[src/rtl/tile_stream_driver.sv]
// tile_stream_driver: streams 20x20 pixel tiles to the edge CHIP and collects its 324 edge bits per tile.
// Define EDGE_PACK_EN to pack edge bits into 18-bit rows instead of forwarding them one by one.
module tile_stream_driver #(
   parameter int BIT_LENGTH     = 4,
   parameter int LANES          = 5,
   parameter int WORDS_PER_TILE = 80,
   parameter int OUT_PER_TILE   = 324,
   parameter int TILE_W         = 12,
   parameter int ADDR_W         = 17
) (
   input  logic                          clk,
   input  logic                          reset,
   input  logic                          start,
   input  logic [TILE_W-1:0]             num_tiles,
   output logic                          busy,
   output logic                          done,
   output logic                          proto_err,
   output logic                          mem_rd,
   output logic [ADDR_W-1:0]             mem_addr,
   input  logic [LANES*BIT_LENGTH-1:0]   mem_data,
   output logic [BIT_LENGTH-1:0]         pixel_in0,
   output logic [BIT_LENGTH-1:0]         pixel_in1,
   output logic [BIT_LENGTH-1:0]         pixel_in2,
   output logic [BIT_LENGTH-1:0]         pixel_in3,
   output logic [BIT_LENGTH-1:0]         pixel_in4,
   output logic                          load_end,
   output logic                          chip_reset,
   input  logic                          readable,
   input  logic                          edge_out,
   output logic                          edge_valid,
   output logic                          edge_bit,
   output logic                          row_valid,
   output logic [17:0]                   row_data
);
   localparam int WW = $clog2(WORDS_PER_TILE);
   localparam int OW = $clog2(OUT_PER_TILE + 1);
   localparam logic [WW-1:0] W_LAST = WW'(WORDS_PER_TILE - 1);
   localparam logic [OW-1:0] O_FULL = OW'(OUT_PER_TILE);
   localparam logic [OW-1:0] O_LAST = OW'(OUT_PER_TILE - 1);
   typedef enum logic [2:0] {IDLE, TRST, LOAD, DRAIN, WAIT_OUT, FIN} state_t;
   state_t st, nxt;
   logic [TILE_W-1:0] n_tiles, tile;
   logic [ADDR_W-1:0] addr;
   logic [WW-1:0] w_cnt;
   logic [OW-1:0] out_cnt;
   logic [LANES*BIT_LENGTH-1:0] pix;
   logic rd_d, acc_start, acc, tile_end;
   assign acc_start = st == IDLE && start && !busy;
   // an edge bit is only taken while the last word is pending or presented, and never past a full tile
   assign acc = readable && (st == DRAIN || st == WAIT_OUT) && out_cnt != O_FULL;
   assign tile_end = st == WAIT_OUT && (out_cnt == O_FULL || (acc && out_cnt == O_LAST));
   assign chip_reset = st == TRST;
   assign mem_rd = st == LOAD;
   assign mem_addr = mem_rd ? addr : '0;
   assign load_end = st == WAIT_OUT;
   assign pixel_in0 = pix[0*BIT_LENGTH +: BIT_LENGTH];
   assign pixel_in1 = pix[1*BIT_LENGTH +: BIT_LENGTH];
   assign pixel_in2 = pix[2*BIT_LENGTH +: BIT_LENGTH];
   assign pixel_in3 = pix[3*BIT_LENGTH +: BIT_LENGTH];
   assign pixel_in4 = pix[4*BIT_LENGTH +: BIT_LENGTH];
   always_comb begin
      nxt = st;
      case (st)
         IDLE:     if (acc_start) nxt = (num_tiles == '0) ? FIN : TRST;
         TRST:     nxt = LOAD;
         LOAD:     if (w_cnt == W_LAST) nxt = DRAIN;
         DRAIN:    nxt = WAIT_OUT;
         WAIT_OUT: if (tile_end) nxt = (tile + 1'b1 == n_tiles) ? FIN : TRST;
         FIN:      nxt = IDLE;
         default:  nxt = IDLE;
      endcase
   end
   always_ff @(posedge clk) begin
      if (!reset) begin
         st        <= IDLE;
         busy      <= 1'b0;
         done      <= 1'b0;
         proto_err <= 1'b0;
         n_tiles   <= '0;
         tile      <= '0;
         addr      <= '0;
         w_cnt     <= '0;
         out_cnt   <= '0;
         rd_d      <= 1'b0;
         pix       <= '0;
      end else begin
         st        <= nxt;
         done      <= st == FIN;
         busy      <= acc_start || (busy && !done);
         proto_err <= !acc_start && (proto_err || (readable && !acc));
         rd_d      <= mem_rd;
         if (rd_d) pix <= mem_data;
         if (acc_start) begin
            n_tiles <= num_tiles;
            tile    <= '0;
            addr    <= '0;
         end
         if (st == TRST) begin
            w_cnt   <= '0;
            out_cnt <= '0;
         end
         if (mem_rd) begin
            w_cnt <= w_cnt + 1'b1;
            addr  <= addr + 1'b1;
         end
         if (acc) out_cnt <= out_cnt + 1'b1;
         if (tile_end) tile <= tile + 1'b1;
      end
   end
`ifdef EDGE_PACK_EN
   logic [4:0]  col;
   logic [16:0] sh;
   assign edge_valid = 1'b0;
   assign edge_bit   = 1'b0;
   always_ff @(posedge clk) begin
      if (!reset) begin
         col       <= '0;
         sh        <= '0;
         row_valid <= 1'b0;
         row_data  <= '0;
      end else begin
         row_valid <= 1'b0;
         if (st == TRST) col <= '0;
         else if (acc) begin
            sh  <= {edge_out, sh[16:1]};
            col <= (col == 5'd17) ? '0 : col + 1'b1;
            if (col == 5'd17) begin
               row_valid <= 1'b1;
               row_data  <= {edge_out, sh};
            end
         end
      end
   end
`else
   assign row_valid = 1'b0;
   assign row_data  = '0;
   always_ff @(posedge clk) begin
      if (!reset) begin
         edge_valid <= 1'b0;
         edge_bit   <= 1'b0;
      end else begin
         edge_valid <= acc;
         edge_bit   <= acc && edge_out;
      end
   end
`endif
endmodule

[config.mk]
export PLATFORM = sky130hd
export DESIGN_NAME = tile_stream_driver
export DESIGN_NICKNAME = d
export VERILOG_FILES = /design/src/rtl/tile_stream_driver.sv
export SDC_FILE = /design/constraint.sdc
export NUM_CORES = 1
export LEC_CHECK = 0
export BUFFER_PORTS_ARGS = -buffer_cell sky130_fd_sc_hd__buf_2
export CORE_MARGIN = 5
export CORE_UTILIZATION = 55
export CTS_CLUSTER_SIZE = 8
export DETAILED_ROUTE_END_ITERATION = 8
export PLACE_DENSITY = 0.93
export SYNTH_ARGS = -nofsm -noshare
export SYNTH_HDL_FRONTEND = slang
export SYNTH_SLANG_ARGS = --single-unit
[constraint.sdc]
create_clock -name clk -period 5.8 [get_ports clk]
set_clock_uncertainty 0.15 [all_clocks]
set_input_delay 0.58 -clock clk [delete_from_list [all_inputs] [get_ports clk]]
set_output_delay 0.58 -clock clk [all_outputs]
set_load 0.01 [all_outputs]
* Yosys cells after proc, flatten, opt, wreduce, memory -nomap -nowiden
Cells that the tools add are included. Widths: inputs -> output; s select.
Storage, ports and cells: logic and storage cells 70, bits of input ports 37, bits in registers 86, output and inout port bits 64
Cells by class: add/sub/neg operators 4, reduce and logical (&&, ||, !) cells 25, muxes and demuxes 15, eq/ne operators 13
Operator list (count):
- $mux 17 | 3
- $mux 12 | 2
- $eq 9x9->1 const B | 2
- $mux 9 | 2
- $add 17x1->17 const B | 1
- $mux 3 | 5
- $pmux 3 s5 | 1
- $mux 7 | 2
- $add 12x1->12 const B | 1
- $eq 12x12->1 | 1
- $logic_not 12->1 | 1
- $logic_and 1x1->1 | 10
- $add 9x1->9 const B | 1
- $ne 9x9->1 const B | 1
- $reduce_bool 2->1 | 4
- $add 7x1->7 const B | 1
- $eq 7x7->1 const B | 1
- $eq 3x2->1 const B | 2
- $eq 3x3->1 const B | 2
- $logic_not 1->1 | 4
- $logic_or 1x1->1 | 4
- $ne 2x1->1 const B | 2
- $eq 3x1->1 const B | 1
- $logic_not 3->1 | 1
- other kinds (2) | 2

* Longest topological paths before layout
Gate-level depths: netlist of run 1.
depth in word-level cells 9, mapped depth 8, gate-level depth less buffers 7

* Worst setup path before layout of run 1
OpenSTA, ideal clock, no wires.
path type register to register, start point register out_cnt[3], end point register tile[7], path slack 3.662 ns, buffers on the path 0, clock period less this slack 2.138 ns, arrival time 1.917 ns, stages on the path, launching flop included 5, path through dfxtp_1 or4b_4 a2111o_1 or4_1 a21oi_1
On the way: word-level cells in the longest chain between the ends 6, elaborated cells on any way between the ends 9
Ends and longest elaborated chain:
- from (decl) | line 45 | logic [OW-1:0] out_cnt;
- from (signal assigned) | line 106 | if (acc) out_cnt <= out_cnt + 1'b1;
- $ne 9x9->1 | line 50 | assign acc = readable && (st == DRAIN || st == WAIT_OUT) && out_cnt != O_FULL;
- $logic_and 1x1->1 | line 50
- $logic_and 1x1->1 | line 51 | assign tile_end = st == WAIT_OUT && (out_cnt == O_FULL || (acc && out_cnt == O_LAST));
- $logic_or 1x1->1 * | line 51
- $logic_and 1x1->1 * | line 51
- $mux 12 or $reduce_bool 2->1 (tied branches)
- to (signal assigned) | line 107 | if (tile_end) tile <= tile + 1'b1;
- to (decl) | line 42 | logic [TILE_W-1:0] n_tiles, tile;
Mark *: on every way between the ends. The rest lies on a longest branch, timed or not. A chain may end at the register's enable or synchronous reset.

* Final worst setup path of run 1
start point register st[1], end point output mem_addr[5]
On the way: word-level cells in the longest chain between the ends 2
Ends and longest elaborated chain:
- from (decl) | line 41 | state_t st, nxt;
- from (signal assigned) | line 87 | st <= nxt;
- $eq 3x2->1 | line 53 | assign mem_rd = st == LOAD;
- $mux 17 | line 54 | assign mem_addr = mem_rd ? addr : '0;
- to (decl) | line 19 | output logic [ADDR_W-1:0] mem_addr,
Every way passes these cells.

==> metrics.csv, run 1 <==
metric,value,unit
Initial DRC Count,296,
"EDFF count, synth",0,
Final Max Tran Viols,0,
largest net degree at the start of global routing,41,
Post-CTS Hold Fix Bufs,0,
Ports,101,
area grow syn2layout,13.84,%
WL/cell,14.42,um
TritonCTS Buffers,9,
Post-synth ARST share,0,
CP Capture Type,output pin,
layout cells sized above 1,0.1754,
Switch Pwr,552.5,uW
CTS tree,built,
post-CTS sizing,0,
cell count of the worst hold path,2,
Clock power frac,0.293,
Multi-input gate area,2400,um^2
initial core utilization,0.5635,
Max clock buf depth,2,
Fin Setup TNS,0,ns
top_reg_cell synth,dfxtp_1,
Post-DP Area,4711,um^2
Slew Limit Headroom,0.2298,
first-pass GRT wire length,17.04,mm
most common library cell in the layout ignoring fill and taps,dfxtp_1,
FF+latch area,1722,um^2
DRC errors left,0,
Yosys reg bits,86,
crit path DAT,2.53,ns
DR vias,4041,
Pint,1.040,mW
Final Power,1.593,mW
Placer Congestion,0.8612,
Final Hold Vio Count,0,
root buffer cell,clkbuf_8,
vias per inst,5.676,
synthesized area,4332,um^2
initial antenna violation count,0,
Diodes inserted,0,
row count,32,
Tcrit/Tclk final,0.5627,
die area,9751,um^2
slew at the pin closest to its max-slew limit,1.154,ns
post-synthesis cell type count,51,
"Avg Cell Area, Syn",8.066,um^2
Die X,98.75,um
power per cell area,323.0,nW/um^2
Sequential Power Share,0.449,
Port Buf Inserts,81,
core region area,7687,um^2
"Req. time, crit path",5.07,ns
Total Nets Final,647,
Final HPWL DP,7.333,mm
router iterations before antenna repair,5,
total global-route track usage,0.2105,
sequential area share after synthesis,0.3975,
sw frac,0.3469,
"CTS clk-pin slew, worst paths",0.09,ns
max frequency,306.4,MHz
Crit Path Class,register to output pin,
Fill cells,647,
leak pwr,2.001,nW
setup slack after layout,2.536,ns
unrepaired setup endpoints after global routing,false,
H-tree depth,3,
Tmin final,3.264,ns
Syn Inst Count,537,
Antenna Nets Post-Route,0,
total grt overflow,0,
Post-Place Worst Slack,2.970,ns
Worst Setup Start Kind,register,
Hold Crit Class,primary input to register,
vias in the first global route,3844,
final instance area,4931,um^2
WL final,10.27,mm
Final setup viols,0,
clk sinks,86,
Post-CTS Setup Bufs,0,
worst-path maximum fanout,26,
Worst IR Drop VDD,0.0001972,V
Skew-Pair Late Insertion Delay,0.36,ns
"commonest non-fill, non-tap cells in the layout","dfxtp_1 (86), buf_2 (81), nor2_1 (59)",
combinational share of power,0.258,
Die Ht,98.75,um
Synth Warn #,0,
Max Cap Violations,0,
r2r worst-path depth,5,
status,finished clean,
-- cell usage after synthesis, types with 2 or more instances --
master | n | area, um^2
dfxtp_1 | 86 | 1722
nor2_1 | 59 | 221.5
nand2_1 | 55 | 206.5
a21oi_1 | 53 | 265.3
o21ai_0 | 25 | 125.1
clkbuf_1 | 21 | 78.83
mux2i_1 | 21 | 210.2
and2_1 | 19 | 118.9
buf_4 | 19 | 142.6
nand3_1 | 17 | 85.08
xnor2_1 | 15 | 131.4
nor3_1 | 13 | 65.06
nand3b_1 | 12 | 90.09
and3_1 | 11 | 68.82
inv_1 | 10 | 37.54
nand4_1 | 10 | 62.56
nor4_1 | 10 | 62.56
xor2_1 | 9 | 78.83
or3_1 | 6 | 37.54
a31oi_1 | 5 | 31.28
ha_1 | 5 | 62.56
buf_1 | 4 | 15.01
mux2_2 | 4 | 45.04
o211ai_1 | 4 | 30.03
o21a_1 | 4 | 30.03
or4_1 | 4 | 30.03
nand2b_1 | 3 | 18.77
nor2b_1 | 3 | 18.77
or3b_1 | 3 | 26.28
a211oi_1 | 2 | 15.01
a21o_1 | 2 | 15.01
a22oi_1 | 2 | 15.01
a41oi_1 | 2 | 17.52
or2_2 | 2 | 12.51
-- power groups by stage --
stage | clock, mW | sequential (mW) | combinational [mW]
after floorplan | 0 | 0.698 | 0.327
after global placement | 0 | 0.721 | 0.392
after detailed placement | 0 | 0.728 | 0.407
after CTS | 0.475 | 0.714 | 0.408
after global routing | 0.504 | 0.726 | 0.461
final | 0.467 | 0.716 | 0.410
-- path summary, 6_finish.rpt --
path | from | to | slack (ns)
setup / recovery | st[1]$_SDFFE_PN0P_ | mem_addr[5] | 2.54
hold / removal | edge_out | edge_bit$_SDFF_PN0_ | 0.29
hold reg to reg | n_tiles[9]$_SDFFE_PN0P_ | n_tiles[9]$_SDFFE_PN0P_ | 0.33
setup reg to reg | st[1]$_SDFFE_PN0P_ | addr[4]$_SDFFE_PN0P_ | 3.06
-- metal layers --
| layer | global-route usage | routed length (um) |
|---|---|---|
| met2 | 0.3518 | 4989 |
| met4 | 0.09139 | 263 |
| met3 | 0.06653 | 771 |
| met1 | 0.2476 | 4246 |
| met5 | 0 | 0 |
-- final cells by class --
cell class	count	share of cell area
multi-input combinational	414	0.4867
sequential	86	0.3491
timing repair buffer	83	0.08526
clock buffer	10	0.02588
tap	102	0.02588
clock inverter	6	0.01878
inverter	11	0.008374
-- registers in the layout, indices dropped and copies added, names as in the netlist, 3 cells and up --
signal and count:
pix 20, addr 17, n_tiles 12, tile 12, out_cnt 9, w_cnt 7, st 3
-- cells by family after synthesis --
family	share of synthesized area
and+or+nand+nor	0.2761
AOI/OAI and AO/OA	0.1395
DFF	0.3975
buffers and inverters	0.06413
muxes	0.05892
xor gates and xnor gates	0.04853
adders and majority gates	0.01444
other	0.0008657
-- metrics by stage --
step	utilization	hold WS (ns)	instances
finish	0.6414	0.2890	712
CTS	0.6414	0.2817	712
detailed placement	0.6128	0.3140	696
global route	0.6414	0.2878	712
global placement	0.6128	0.3088	696
floorplan	-	0.2978	555
-- critical path, cell delays in order, from the launching register on --
cell and delay [ns]:
dfxtp_1 0.54, or3b_1 0.58, inv_1 0.57, and2_1 0.30, buf_2 0.16
(Power assumes the default switching activity.)
==> run 2: changes to the inputs <==
- CORE_UTILIZATION: 55 -> 49
- PLACE_DENSITY: 0.93 -> 0.89
- clock period: 5.8 -> 2.9 ns (I/O delays scaled with it)
==> run 2 against run 1 <==
Compared with the run above:
- sequential share of layout area is 0.31 points lower
- total power is 98% higher
- flip-flop and latch count stayed put
- critical endpoint unchanged
- final area is 0.89% higher
- register-to-register slack worse by 2.6 ns
- die area is 11% higher
- combinational power is 120% higher
- critical path depth is 2 higher
- first-iteration DRC count is 5.4% lower
- via count is 1.3% higher
- highest routed layer unchanged
==> metrics.csv, run 2 (synthesized netlist as in run 1, its figures left out) <==
metric,value,unit
router iterations before antenna repair,5,
H-tree depth,3,
root buffer cell,clkbuf_8,
Largest regs,"pix (20), addr (17)",
Final Power,3.154,mW
R2R setup slack,0.43,ns
combinational share of power,0.285,
r2r worst-path depth,4,
worst r2r src,st[1]$_SDFFE_PN0P_,
vias in the first global route,3791,
leak pwr,2.032,nW
Post-CTS Setup Bufs,0,
Hold Crit Class,primary input to register,
Largest Register,pix,
Total Nets Final,655,
DRC errors left,0,
initial core utilization,0.4991,
share of the core filled with cells,0.5732,
first-pass GRT wire length,17.68,mm
power per cell area,634.0,nW/um^2
Port Buf Inserts,81,
Final Hold Vio Count,0,
unrepaired setup endpoints after global routing,false,
cell count of the worst hold path,2,
Placed Cells,710,
Final HPWL DP,7.705,mm
layout cells sized above 1,0.1864,
max reg flops,20,
Die Ht,104.0,um
Antenna Nets Post-Route,0,
max frequency,384.9,MHz
core region area,8678,um^2
Tcrit/Tclk final,0.8959,
Slew Limit Headroom,0.5604,
Final setup viols,0,
CP Capture Type,output pin,
setup slack after layout,0.3019,ns
Switch Pwr,1.112,mW
initial antenna violation count,0,
sw frac,0.3525,
most common library cell in the layout ignoring fill and taps,dfxtp_1,
CTS tree,built,
total global-route track usage,0.1899,
clk sinks,86,
Post-Place Worst Slack,0.4884,ns
Worst IR Drop VDD,0.0004438,V
Max clock buf depth,2,
total grt overflow,0,
die area,10820,um^2
Clock power frac,0.270,
post-CTS sizing,0,
vias per inst,5.647,
Max Cap Violations,0,
"Req. time, crit path",2.46,ns
"CTS clk-pin slew, worst paths",0.09,ns
Placer Congestion,0.9259,
Initial DRC Count,280,
Diodes inserted,0,
worst-path maximum fanout,14,
largest net degree at the start of global routing,40,
WL final,10.59,mm
Reg-to-Reg End,addr[13]$_SDFFE_PN0P_,
Skew-Pair Late Insertion Delay,0.35,ns
slew at the pin closest to its max-slew limit,0.6533,ns
Fin Setup TNS,0,ns
Post-CTS Hold Fix Bufs,0,
Worst Setup Start Kind,register,
status,finished clean,
Tmin final,2.598,ns
Pint,2.042,mW
WHS,0.01949,ns
Post-DP Area,4778,um^2
crit path DAT,2.16,ns
Die X,104.0,um
Ports,101,
area grow syn2layout,14.85,%
DR vias,4094,
hold wc startpoint,edge_out,
WL/cell,14.60,um
row count,34,
WHS Endpoint,edge_bit$_SDFF_PN0_,
final instance area,4975,um^2
post-route insts no fill,725,
Final Max Tran Viols,0,
Sequential Power Share,0.444,
"commonest non-fill, non-tap cells in the layout","dfxtp_1 (86), buf_2 (81), nor2_1 (59)",
TritonCTS Buffers,9,
Crit Path Class,register to output pin,
## run 2: changes by cell type in the layout (fill, tap and decap cells not counted)
cell       previous run  this run
bufinv_16             2         1
buf_4                 2        10
inv_6                 2         1
clkbuf_8              9        10
clkinv_2              0         1
clkbuf_1              1         0
## run 2: layer usage
layer / GRT usage / vias up / wire length [um]
met5: 0 / - / 0
met3: 0.04345 / 19 / 834
met4: 0.06568 / 0 / 158
met1: 0.2350 / 1892 / 4382
li1: - / 1991 / -
met2: 0.3233 / 192 / 5212
## run 2: worst max path at each step
stage                                  startpoint                    end  slack (ns)  cells after the start
after floorplan           out_cnt[3]$_SDFFE_PN0P_   tile[7]$_SDFFE_PN0P_        0.76                      4
after global placement         st[2]$_SDFFE_PN0P_   tile[9]$_SDFFE_PN0P_        0.59                      5
after detailed placement       st[1]$_SDFFE_PN0P_  addr[13]$_SDFFE_PN0P_        0.49                      4
after CTS                      st[1]$_SDFFE_PN0P_            mem_addr[5]        0.32                      6
after global routing           st[1]$_SDFFE_PN0P_            mem_addr[5]        0.15                      6
final                          st[1]$_SDFFE_PN0P_            mem_addr[5]        0.30                      6
## run 2: power groups by stage
stage | combinational (mW) | sequential (mW) | clock, mW
after floorplan | 0.654 | 1.40 | 0
after global placement | 0.872 | 1.42 | 0
after detailed placement | 0.900 | 1.43 | 0
after CTS | 0.905 | 1.40 | 0.862
after global routing | 1.01 | 1.42 | 0.921
final | 0.900 | 1.40 | 0.852
## run 2: area by class of cell
type                       instances  area [um^2]
multi-input combinational        414         2400
clock inverter                     5        58.81
clock buffer                      10        137.6
fill                             772         3704
sequential                        86         1722
inverter                          11        41.29
tap                              108        135.1
timing repair buffer              91        480.5
## run 2: worst max-delay path, cell delays in order, from the launching register on
cell	delay (ns)
dfxtp_1	0.55
or3b_1	0.44
buf_4	0.20
inv_1	0.09
buf_4	0.17
and2_1	0.20
buf_2	0.15
